## src/rtl/ifetch_ctrl.sv

```systemverilog
// Instruction-fetch controller: sequences the PC register and the instruction
// memory port, with a one-entry skid buffer in front of the IF/ID stage.
//
// state | meaning
// IDLE  | no request outstanding; waiting for start_i
// FETCH | request at pc_cur_i outstanding; PC held until ack
// FULL  | output and skid both occupied; waiting for decode to drain
module ifetch_ctrl #(
  parameter int ADDR_W  = 32,
  parameter int DATA_W  = 32,
  parameter int PC_STEP = 4
) (
  input  logic              clk_i,
  input  logic              rst_i,
  input  logic              start_i,
  input  logic [ADDR_W-1:0] pc_cur_i,
  input  logic              branch_i,
  input  logic [ADDR_W-1:0] branch_target_i,
  input  logic              hazard_i,
  output logic              imem_req_o,
  output logic [ADDR_W-1:0] imem_addr_o,
  input  logic              imem_ack_i,
  input  logic [DATA_W-1:0] imem_data_i,
  output logic [ADDR_W-1:0] next_pc_o,
  output logic              hold_o,
  output logic [DATA_W-1:0] instr_o,
  output logic [ADDR_W-1:0] instr_pc_o,
  output logic              instr_valid_o
);

  typedef enum logic [1:0] {IDLE, FETCH, FULL} state_t;

  state_t            state;
  logic              pend;
  logic [ADDR_W-1:0] pend_target;
  logic              skid_valid;
  logic [DATA_W-1:0] skid_data;
  logic [ADDR_W-1:0] skid_pc;

  logic              accept;
  logic              redirect;
  logic [ADDR_W-1:0] seq_pc;
  state_t            after_state;

  assign accept      = !instr_valid_o || !hazard_i;
  assign redirect    = branch_i || pend;
  assign seq_pc      = pc_cur_i + ADDR_W'(PC_STEP);
  assign imem_addr_o = pc_cur_i;
  assign after_state = start_i ? FETCH : IDLE;

  always_comb begin
    imem_req_o = 1'b0;
    hold_o     = 1'b1;
    next_pc_o  = pc_cur_i;
    case (state)
      FETCH: begin
        imem_req_o = 1'b1;
        if (imem_ack_i) begin
          hold_o = 1'b0;
          if (branch_i)  next_pc_o = branch_target_i;
          else if (pend) next_pc_o = pend_target;
          else           next_pc_o = seq_pc;
        end
      end
      FULL: begin
        if (branch_i) begin
          hold_o    = 1'b0;
          next_pc_o = branch_target_i;
        end
      end
      default: ;
    endcase
  end

  always_ff @(posedge clk_i) begin
    if (rst_i) begin
      state         <= IDLE;
      instr_o       <= '0;
      instr_pc_o    <= '0;
      instr_valid_o <= 1'b0;
      skid_valid    <= 1'b0;
      skid_data     <= '0;
      skid_pc       <= '0;
      pend          <= 1'b0;
      pend_target   <= '0;
    end else begin
      if (instr_valid_o && !hazard_i)
        instr_valid_o <= 1'b0;
      case (state)
        IDLE: begin
          if (start_i)
            state <= FETCH;
        end
        FETCH: begin
          if (!imem_ack_i) begin
            // newest redirect wins; the in-flight response will be dropped
            if (branch_i) begin
              pend          <= 1'b1;
              pend_target   <= branch_target_i;
              instr_valid_o <= 1'b0;
            end
          end else begin
            if (redirect) begin
              pend          <= 1'b0;
              instr_valid_o <= 1'b0;
              state         <= after_state;
            end else if (accept) begin
              instr_o       <= imem_data_i;
              instr_pc_o    <= pc_cur_i;
              instr_valid_o <= 1'b1;
              state         <= after_state;
            end else begin
              skid_data  <= imem_data_i;
              skid_pc    <= pc_cur_i;
              skid_valid <= 1'b1;
              state      <= FULL;
            end
          end
        end
        FULL: begin
          if (branch_i) begin
            skid_valid    <= 1'b0;
            instr_valid_o <= 1'b0;
            state         <= after_state;
          end else if (!hazard_i && skid_valid) begin
            instr_o       <= skid_data;
            instr_pc_o    <= skid_pc;
            instr_valid_o <= 1'b1;
            skid_valid    <= 1'b0;
            state         <= after_state;
          end
        end
        default: state <= IDLE;
      endcase
    end
  end

endmodule

```

## config.mk

```make
export PLATFORM = sky130hd
export DESIGN_NAME = ifetch_ctrl
export DESIGN_NICKNAME = d
export VERILOG_FILES = /design/src/rtl/ifetch_ctrl.sv
export SDC_FILE = /design/constraint.sdc
export NUM_CORES = 1
export LEC_CHECK = 0
export ABC_AREA = 1
export CAP_MARGIN = 20
export CORE_AREA = 2 2 145 133
export DETAILED_ROUTE_END_ITERATION = 16
export DIE_AREA = 0 0 147 135
export PLACE_DENSITY_LB_ADDON = 0.2
export SLEW_MARGIN = 20
export SYNTH_ARGS = -nofsm -noshare
export SYNTH_HDL_FRONTEND = slang
export SYNTH_SLANG_ARGS = --single-unit
```

## constraint.sdc

```tcl
create_clock -name clk_i -period 2.4 [get_ports clk_i]
set_input_delay 0.48 -clock clk_i [delete_from_list [all_inputs] [get_ports clk_i]]
set_output_delay 0.48 -clock clk_i [all_outputs]
set_load 0.02 [all_outputs]
```

Word level (Yosys, flattened, before mapping)
Index checks and enable logic that the tools add are counted.
W data, S select, Z words.

storage, ports and cells
  register bits = 165
  output and inout port bits = 131
  word-level logic and storage cells = 85
  input bits = 102

cells by class
  $add $sub $neg = 1
  reduce and logical (&&, ||, !) cells = 15
  equal/unequal tests = 11
  bitwise logic cells = 3
  muxes and demuxes = 46

operator list
  cell                     number
  $mux W32                 14
  $pmux W32 S2             3
  $add A32 B3 Y32 const B  1
  $mux W1                  19
  $ne A2 B2 Y1 const B     7
  $mux W2                  6
  $reduce_and A3 Y1        3
  $pmux W1 S2              3
  $pmux W2 S3              1
  $reduce_and A6 Y1        1
  $reduce_and A5 Y1        1
  $reduce_and A4 Y1        1
  $reduce_bool A2 Y1       2
  $ne A3 B3 Y1 const B     1
  $not A1 Y1               3
  $eq A2 B1 Y1 const B     1
  $eq A2 B2 Y1 const B     1
  $logic_and A1 B1 Y1      2
  $logic_not A1 Y1         2
  $logic_not A2 Y1         1
  $logic_or A1 B1 Y1       2
  $ne A2 B1 Y1 const B     1

Longest topological paths before layout
Gate-level depths: netlist of run 1.

  depth after elaboration = 7
  gate-level depth with buffers = 13
  gate-level depth less buffers = 13

Worst setup path before layout of run 1
OpenSTA, ideal clock, no wires.

  path kind = reg-to-output
  start point = reg state[1]
  end point = out next_pc_o[8]
  required time = 1.920 ns
  path slack = 0.006 ns
  stages on the path, launching flop included = 11
  arrival time = 1.914 ns
  buffers on the path = 1
  cells stage by stage = dfxtp_1 inv_1 ha_1 inv_1 or2_1 nand2_2 inv_1 buf_2 o21ai_0 a31oi_1 a22oi_1

between the ends
  word-level cells in the longest chain between the ends = 2
  elaborated cells between the ends (all ways) = 3
  those cells by class = eq/ne (2); mux (1)

ends and longest elaborated chain
  element                                              line  RTL
  start, declared                                      33    state_t state;
  start signal, assigned                               106   state <= after_state;
  start signal, assigned                               111   state <= after_state;
  start signal, assigned                               124   state <= after_state;
  $eq A2 B2 Y1 / $eq A2 B1 Y1 (equally long branches)  55    case (state)
  $pmux W32 S2 *                                       55
  end, declared                                        24    output logic [ADDR_W-1:0] next_pc_o,

Mark *: on every way between the ends. The rest lies on a longest branch, timed or not.

Worst setup path in the final report of run 1
  start point = reg state[1]
  end point = out next_pc_o[10]

Same word-level chain as after synthesis.

==> out/results.txt, run 1 <==
DRC Markers: 0
1st-pass router iterations: 7
H-tree depth: 4
CTS clk-pin slew, worst paths: 0.07 ns
Critical Path RT: 1.92 ns
Final Cycle Share: 112%
CTS max path bufs: 2
Ys async rst share: 0%
Synth area leader: dfxtp_1
Most common cell on crit path: buf_4
Die footprint: 19800 sq um
Crit-path slowest cell: dfxtp_2
Worst hold-check path type: input port to flip-flop
Least-Margin Pin Slew: 0.788 ns
Total CTS buffers: 17
Die span in x: 147 um
Reg-to-Reg Start: state[1]$_SDFFE_PP0P_
Via count: 10800
Post-synth top area share: 36.7%
P_sw: 0.00264 W
Failing checks: negative setup slack
Cts hold-fix bufs: 0
FF-to-FF path depth: 13
Post-Syn Area: 9010 sq um
Worst path bufs/invs: 6
Pin count of the biggest net entering global routing: 68
Setup TNS: -5.59 ns
Top post-synthesis cells by area: dfxtp_1 (37%), nand2_1 (15%), a31oi_1 (5.5%)
Final Cell Area: 13500 sq um
# clock sinks: 165
Yosys warns: 0
Area delta synth->final: 49.9%
Dpl cell area: 12100 sq um
Fin nets: 1740
CTS tree: built
Number of synthesized flops with an enable pin: 0
Cell family with most CP delay: buffers and inverters
Crit path cell chain: inv_2, ha_4, buf_4, nand2_4, inv_4, nand2_2, inv_4, buf_4, o21ai_2, o22ai_2, o31ai_2, a22oi_2, buf_4
Setup slack after layout: -0.279 ns
Switch share: 33.5%
Layout cells sized above 1: 25.5%
Sequential fraction of the synthesis area: 36.7%
Sequential share of power: 36.9%
Reg-to-reg critical path endpoint: skid_pc[24]$_SDFFE_PP0P_
Synthesized area per cell: 6.67 sq um
Nature of the critical path startpoint: flip-flop
Achievable Freq: 373 MHz
Worst setup path start: state[1]$_SDFFE_PP0P_
Hold Fails Final Rpt: 0
Yosys reg bits: 165
Setup CP Type: flip-flop to primary output
Die Ht: 135 um
Dpl hpwl: 22.9 mm
Synthesized instance count: 1351
Total track usage: 32.8%
CP Max Fanout: 4
RSZ-0062 raised after global routing: yes
Post-Place Cells: 1833
Setup violators final: 33
# Max-Cap Violations: 0
CP endpoint kind: primary output
Clock root cell: clkbuf_16
DR iter-0 viols: 1333
CP peak stage delay: 0.33 ns
Placeable Area: 18200 sq um
Final min period: 2.68 ns
Worst hold start: pc_cur_i[3]
Logic pwr share: 28.3%
Gp weighted congestion: 0.975
Peak VDD IR: 0.506 mV
Final ANT Viol Nets: 0
Global-route wire length before repair: 52.1 mm
Count of cell types in the netlist: 37
Int Pwr: 0.00524 W
Pwr Density: 583 nW/um^2
DR WL/cell: 18.5 um
I/O pin count: 233
Clock Latency Late Sink: 0.45 ns
Initial Util: 49.4%
Hold Path Sink: skid_pc[3]$_SDFFE_PP0P_
Hold depth: 4
Vias in the first global route: 9693
Top FF cell, synth: dfxtp_1
Initial antenna violation count: 0
Slew headroom: 47.5%
Total routed wirelength: 35.0 mm
LEAKAGE: 5.46 nW
Post-Layout Cell Count: 1892
Clock power share: 34.9%
Final Slew Violations: 0
Port bufs: 232
Reg-to-reg slack, setup: 0.05 ns
Total grt overflow: 0
Syn Nets: 1458
Num rows: 47
Via/cell ratio: 5.72
Layout Skew: 0.0165 ns
Worst endpoint data arrival time: 2.20 ns
Status: complete, but fails checks
worst max path at each step:
stage	to	depth (start not counted)	slack (ns)
finish	next_pc_o[10]	13	-0.28
global route	next_pc_o[4]	12	-0.35
CTS	next_pc_o[4]	10	-0.23
detailed placement	next_pc_o[31]	15	-0.99
global placement	next_pc_o[22]	11	-0.99
floorplan	next_pc_o[8]	10	0.006
kinds of logic (layout without fill, tap and decap cells):
| group | after synthesis | count (layout) | share of synthesized area, % |
|---|---|---|---|
| AOI/OAI and AO/OA | 358 | 358 | 22.3 |
| other | 0 | 1 | 0 |
| xor gates and xnor gates | 3 | 3 | 0.292 |
| adders and majority gates | 5 | 5 | 0.694 |
| DFF | 165 | 165 | 36.7 |
| and+or+nand+nor | 626 | 626 | 29.3 |
| buffers and inverters | 194 | 489 | 10.7 |
power by group through the flow:
| stage | clock network, W | logic [W] | registers (W) |
|---|---|---|---|
| after floorplan | 0 | 0.000887 | 0.00303 |
| after global placement | 0 | 0.00190 | 0.00296 |
| after detailed placement | 0 | 0.00190 | 0.00296 |
| after CTS | 0.00276 | 0.00200 | 0.00290 |
| after global routing | 0.00288 | 0.00233 | 0.00291 |
| final | 0.00274 | 0.00223 | 0.00290 |
cells in the final DEF, fill, tap and decap left out, types with 9 or more instances in the layout:
cell               n
o211ai_1           9
nor2_4            18
nand2_1          326
o21ai_1           75
nor2_2            20
nand2_2           25
nor2_1            93
clkdlybuf4s50_1  166
a31oi_1           77
dfxtp_1          163
buf_6             29
nor3_1            34
buf_4            159
nand2_4           16
buf_12            12
o21ai_0           53
o21ai_2           11
buf_2             13
nand3_1           85
clkbuf_16         20
inv_2             10
clkbuf_2          10
a21oi_2           14
a21oi_1           90
inv_1             31
registers in the layout, indices dropped and copies added (netlist names):
signal / count
skid_valid: 1
skid_data: 32
state: 2
pend_target: 32
instr_o: 32
instr_pc_o: 32
skid_pc: 32
pend: 1
instr_valid_o: 1
what timing repair did:
item	in CTS	in global routing
cloned	1	3
gates resized for setup	358	161
buffers inserted	10	15
pin swaps	33	38
setup endpoints to repair	163	160
synth_stat cells, types with 6 or more instances:
| cell type | n |
|---|---|
| a31oi_1 | 79 |
| nor2_4 | 8 |
| o21ai_1 | 61 |
| buf_1 | 7 |
| nor2_2 | 12 |
| dfxtp_1 | 165 |
| a21oi_2 | 6 |
| inv_1 | 47 |
| clkbuf_1 | 57 |
| nand3_1 | 87 |
| nand2_2 | 14 |
| buf_6 | 7 |
| o211ai_1 | 9 |
| nand2_1 | 354 |
| a22oi_1 | 8 |
| o21ai_0 | 78 |
| nor3_1 | 34 |
| buf_2 | 36 |
| a21oi_1 | 98 |
| buf_4 | 37 |
| nor2_1 | 111 |
final cells by class:
cell class | instances | area [sq um]
multi-input combinational | 992 | 5290
tap | 245 | 307
fill | 1437 | 4720
timing repair buffer | 406 | 3780
sequential | 165 | 3310
timing repair inverter | 1 | 7.51
inverter | 50 | 216
antenna | 1 | 2.50
clock buffer | 18 | 439
clock inverter | 14 | 158
layer usage:
metal / vias to the layer above / GRT usage, % / wire (um)
met5: - / 0 / 0
met4: 0 / 8.01 / 844
met3: 87 / 6.89 / 3710
met2: 648 / 49.2 / 15300
met1: 4987 / 48.3 / 15100
li1: 5107 / - / -
metrics by stage:
step                setup WS, ns  utilization (%)  power, W  hold slack, ns
floorplan                0.00606                -   0.00392           0.440
global placement          -0.992             66.3   0.00486           0.448
detailed placement        -0.995             66.3   0.00486           0.452
CTS                       -0.234             71.6   0.00766           0.463
global route              -0.349             74.1   0.00813           0.470
finish                    -0.279             74.1   0.00787           0.452
worst min-delay path: cells and delay by family:
kind / cells / cell delay [ns]
AO/OA/AOI/OAI: 1 / 0.06
buffers and inverters: 2 / 0.23
AND/OR/NAND/NOR: 1 / 0.07
Power figures use the tool's default switching activity.
==> run 2: changes to the inputs <==
--- a/config.mk
+++ b/config.mk
@@ -11,7 +11,6 @@
 export DETAILED_ROUTE_END_ITERATION = 16
 export DIE_AREA = 0 0 147 135
 export PLACE_DENSITY_LB_ADDON = 0.2
-export SLEW_MARGIN = 20
 export SYNTH_ARGS = -nofsm -noshare
 export SYNTH_HDL_FRONTEND = slang
 export SYNTH_SLANG_ARGS = --single-unit
==> results of run 2 <==
Final layout, timing and power as in run 1 (identical DEF).
==> run 3: changes to the inputs <==
--- a/config.mk
+++ b/config.mk
@@ -7,9 +7,9 @@
 export LEC_CHECK = 0
 export ABC_AREA = 1
 export CAP_MARGIN = 20
-export CORE_AREA = 2 2 145 133
+export CORE_AREA = 2 2 173 158
 export DETAILED_ROUTE_END_ITERATION = 16
-export DIE_AREA = 0 0 147 135
+export DIE_AREA = 0 0 175 160
 export PLACE_DENSITY_LB_ADDON = 0.2
 export SYNTH_ARGS = -nofsm -noshare
 export SYNTH_HDL_FRONTEND = slang
==> out/results.txt, run 3 (synthesis results as in run 1) <==
Status: complete, but fails checks
Failing checks: negative setup slack
DR iter-0 viols: 974 (-27%)
I/O pin count: 233 (unchanged)
CTS clk-pin slew, worst paths: 0.08 ns (about the same)
Vias in the first global route: 9483 (-2.2%)
Total routed wirelength: 36.4 mm (+4.1%)
Peak VDD IR: 0.361 mV (-29%)
Most common cell on crit path: inv_2
RSZ-0062 raised after global routing: yes
LEAKAGE: 5.51 nW (+0.93%)
Global-route wire length before repair: 54.4 mm (+4.5%)
Die footprint: 28000 sq um (+41%)
Final Cell Area: 13700 sq um (+1.5%)
Most frequent cells in the layout: nand2_1 (329), buf_4 (167), clkdlybuf4s50_1 (165), dfxtp_1 (163), nor2_1 (96)
Layout cells sized above 1: 25.2% (-0.26 points)
Clock Latency Late Sink: 0.44 ns (about the same)
CP Max Fanout: 5 (+1)
Layout Skew: 0.0119 ns (-0.00458 ns)
Clock root cell: clkbuf_16
Achievable Freq: 375 MHz (+0.55%)
Area delta synth->final: 52.2%
H-tree depth: 4 (unchanged)
Total grt overflow: 0 (unchanged)
Setup slack after layout: -0.264 ns (+0.0148 ns)
CTS max path bufs: 2 (unchanged)
Total track usage: 24.7% (-8.1 points)
Final ANT Viol Nets: 0 (unchanged)
Initial antenna violation count: 4 (+4)
Setup CP Type: flip-flop to primary output
DRC Markers: 0 (unchanged)
Crit-path slowest cell: dfxtp_2
Gp weighted congestion: 0.945 (-3.0%)
Via/cell ratio: 5.18 (-9.4%)
Port bufs: 232 (unchanged)
Setup violators final: 33 (unchanged)
1st-pass router iterations: 5 (-2)
CTS tree: built
Fin nets: 1753 (+0.75%)
Final min period: 2.66 ns (-0.0148 ns)
Final core occ: 51.8% (-22 points)
# Max-Cap Violations: 0 (unchanged)
Num rows: 57 (+21%)
Commonest non-fill, non-tap cell in the layout: nand2_1
Fill cells: 2594 (+81%)
DR WL/cell: 18.1 um (-2.3%)
Dpl cell area: 12300 sq um (+1.9%)
Placeable Area: 26500 sq um (+45%)
Worst hold-check path type: flip-flop to flip-flop
Hold slack: 0.462 ns (+0.0106 ns)
Nature of the critical path startpoint: flip-flop
CP peak stage delay: 0.33 ns (about the same)
# clock sinks: 165 (unchanged)
Pwr Density: 580 nW/um^2 (-0.47%)
Crit path cell chain: inv_2, ha_4, inv_2, or2_4, nand2_8, clkinvlp_4, buf_6, o21ai_2, a31oi_1, a21oi_1, buf_4
Least-Margin Pin Slew: 0.817 ns (+0.0297 ns)
Hold Fails Final Rpt: 0 (unchanged)
Final Cycle Share: 111% (-0.62 points)
Die span in x: 175 um (+19%)
Critical Path RT: 1.92 ns (about the same)
Dpl hpwl: 24.3 mm (+6.2%)
Via count: 10500 (-3.5%)
Pin count of the biggest net entering global routing: 81 (+19%)
Total CTS buffers: 17 (unchanged)
Worst endpoint data arrival time: 2.18 ns (-0.02 ns)
Cts hold-fix bufs: 0 (unchanged)
Total chip power: 0.00796 W (+1.1%)
Die Ht: 160 um (+19%)
Place WS: -1.12 ns (-0.127 ns)
Initial Util: 34.1% (-15 points)
CP endpoint kind: primary output
Final Slew Violations: 0 (unchanged)
Slew headroom: 45.5% (-2.0 points)
-- run 3: changes by cell type in the layout (fill, tap and decap cells not counted), sizes merged --
cell,change
clkdlybuf4s50,-1
buf,+13
clkdlybuf4s15,+1
dlygate4sd2,+2
clkbuf,-3
diode,+2
dlymetal6s2s,+1
-- run 3: through the flow --
| stage | TNS, ns | cells |
|---|---|---|
| 4_1_cts | -5.49 | 1993 |
| 3_5_place_dp | -76.53 | 1948 |
| 2_1_floorplan | 0 | 1351 |
| 6_report | -5.45 | 2016 |
| 5_1_grt | -7.81 | 2016 |
| 3_3_place_gp | -73.55 | 1948 |
-- run 3: path summary, 6_finish.rpt --
check / endpoint / from / cells after the start / slack [ns]
max: next_pc_o[22] / state[1]$_SDFFE_PP0P_ / 11 / -0.26
min: skid_pc[20]$_SDFFE_PP0P_ / skid_pc[20]$_SDFFE_PP0P_ / 2 / 0.46
min reg2reg: skid_pc[20]$_SDFFE_PP0P_ / skid_pc[20]$_SDFFE_PP0P_ / 2 / 0.46
max reg2reg: instr_o[13]$_SDFFE_PP0P_ / state[1]$_SDFFE_PP0P_ / 12 / 0.15
-- run 3: power breakdown --
group          total [W]  switching, W  internal (W)
clock            0.00278       0.00138       0.00140
combinational    0.00228       0.00125       0.00103
sequential       0.00290     0.0000599       0.00284
-- run 3: area by class of cell --
class	count	area, sq um	area share (%)
multi-input combinational	992	5210	38.0
antenna	3	7.51	0.0547
clock inverter	14	158	1.15
inverter	50	211	1.54
tap	354	443	3.23
clock buffer	18	429	3.13
timing repair buffer	419	3940	28.7
sequential	165	3310	24.1
timing repair inverter	1	7.51	0.0547
-- run 3: metal layers --
| layer | up-vias | track usage [%] | part of all wire [%] |
|---|---|---|---|
| li1 | 5131 | - | - |
| met1 | 4895 | 36.9 | 48 |
| met2 | 382 | 36.1 | 43 |
| met3 | 43 | 4.62 | 6.9 |
| met4 | 0 | 6.93 | 1.8 |
| met5 | - | 0 | 0 |
-- run 3: critical path: cells and delay by family, from the launching register on --
family / cells / cell delay (ns)
simple gates: 2 / 0.36
buf+inv: 5 / 0.62
fa+ha+maj: 1 / 0.14
compound gates: 3 / 0.30
flops: 1 / 0.33
-- run 3: what timing repair did --
action | 4_1_cts | 5_1_grt
endpoints found under the setup margin | 166 | 96
endpoints found under the hold margin | 0 | 0
buffers inserted | 12 | 17
pin swaps | 24 | 37
resized for setup | 337 | 142
gates cloned | 1 | 5
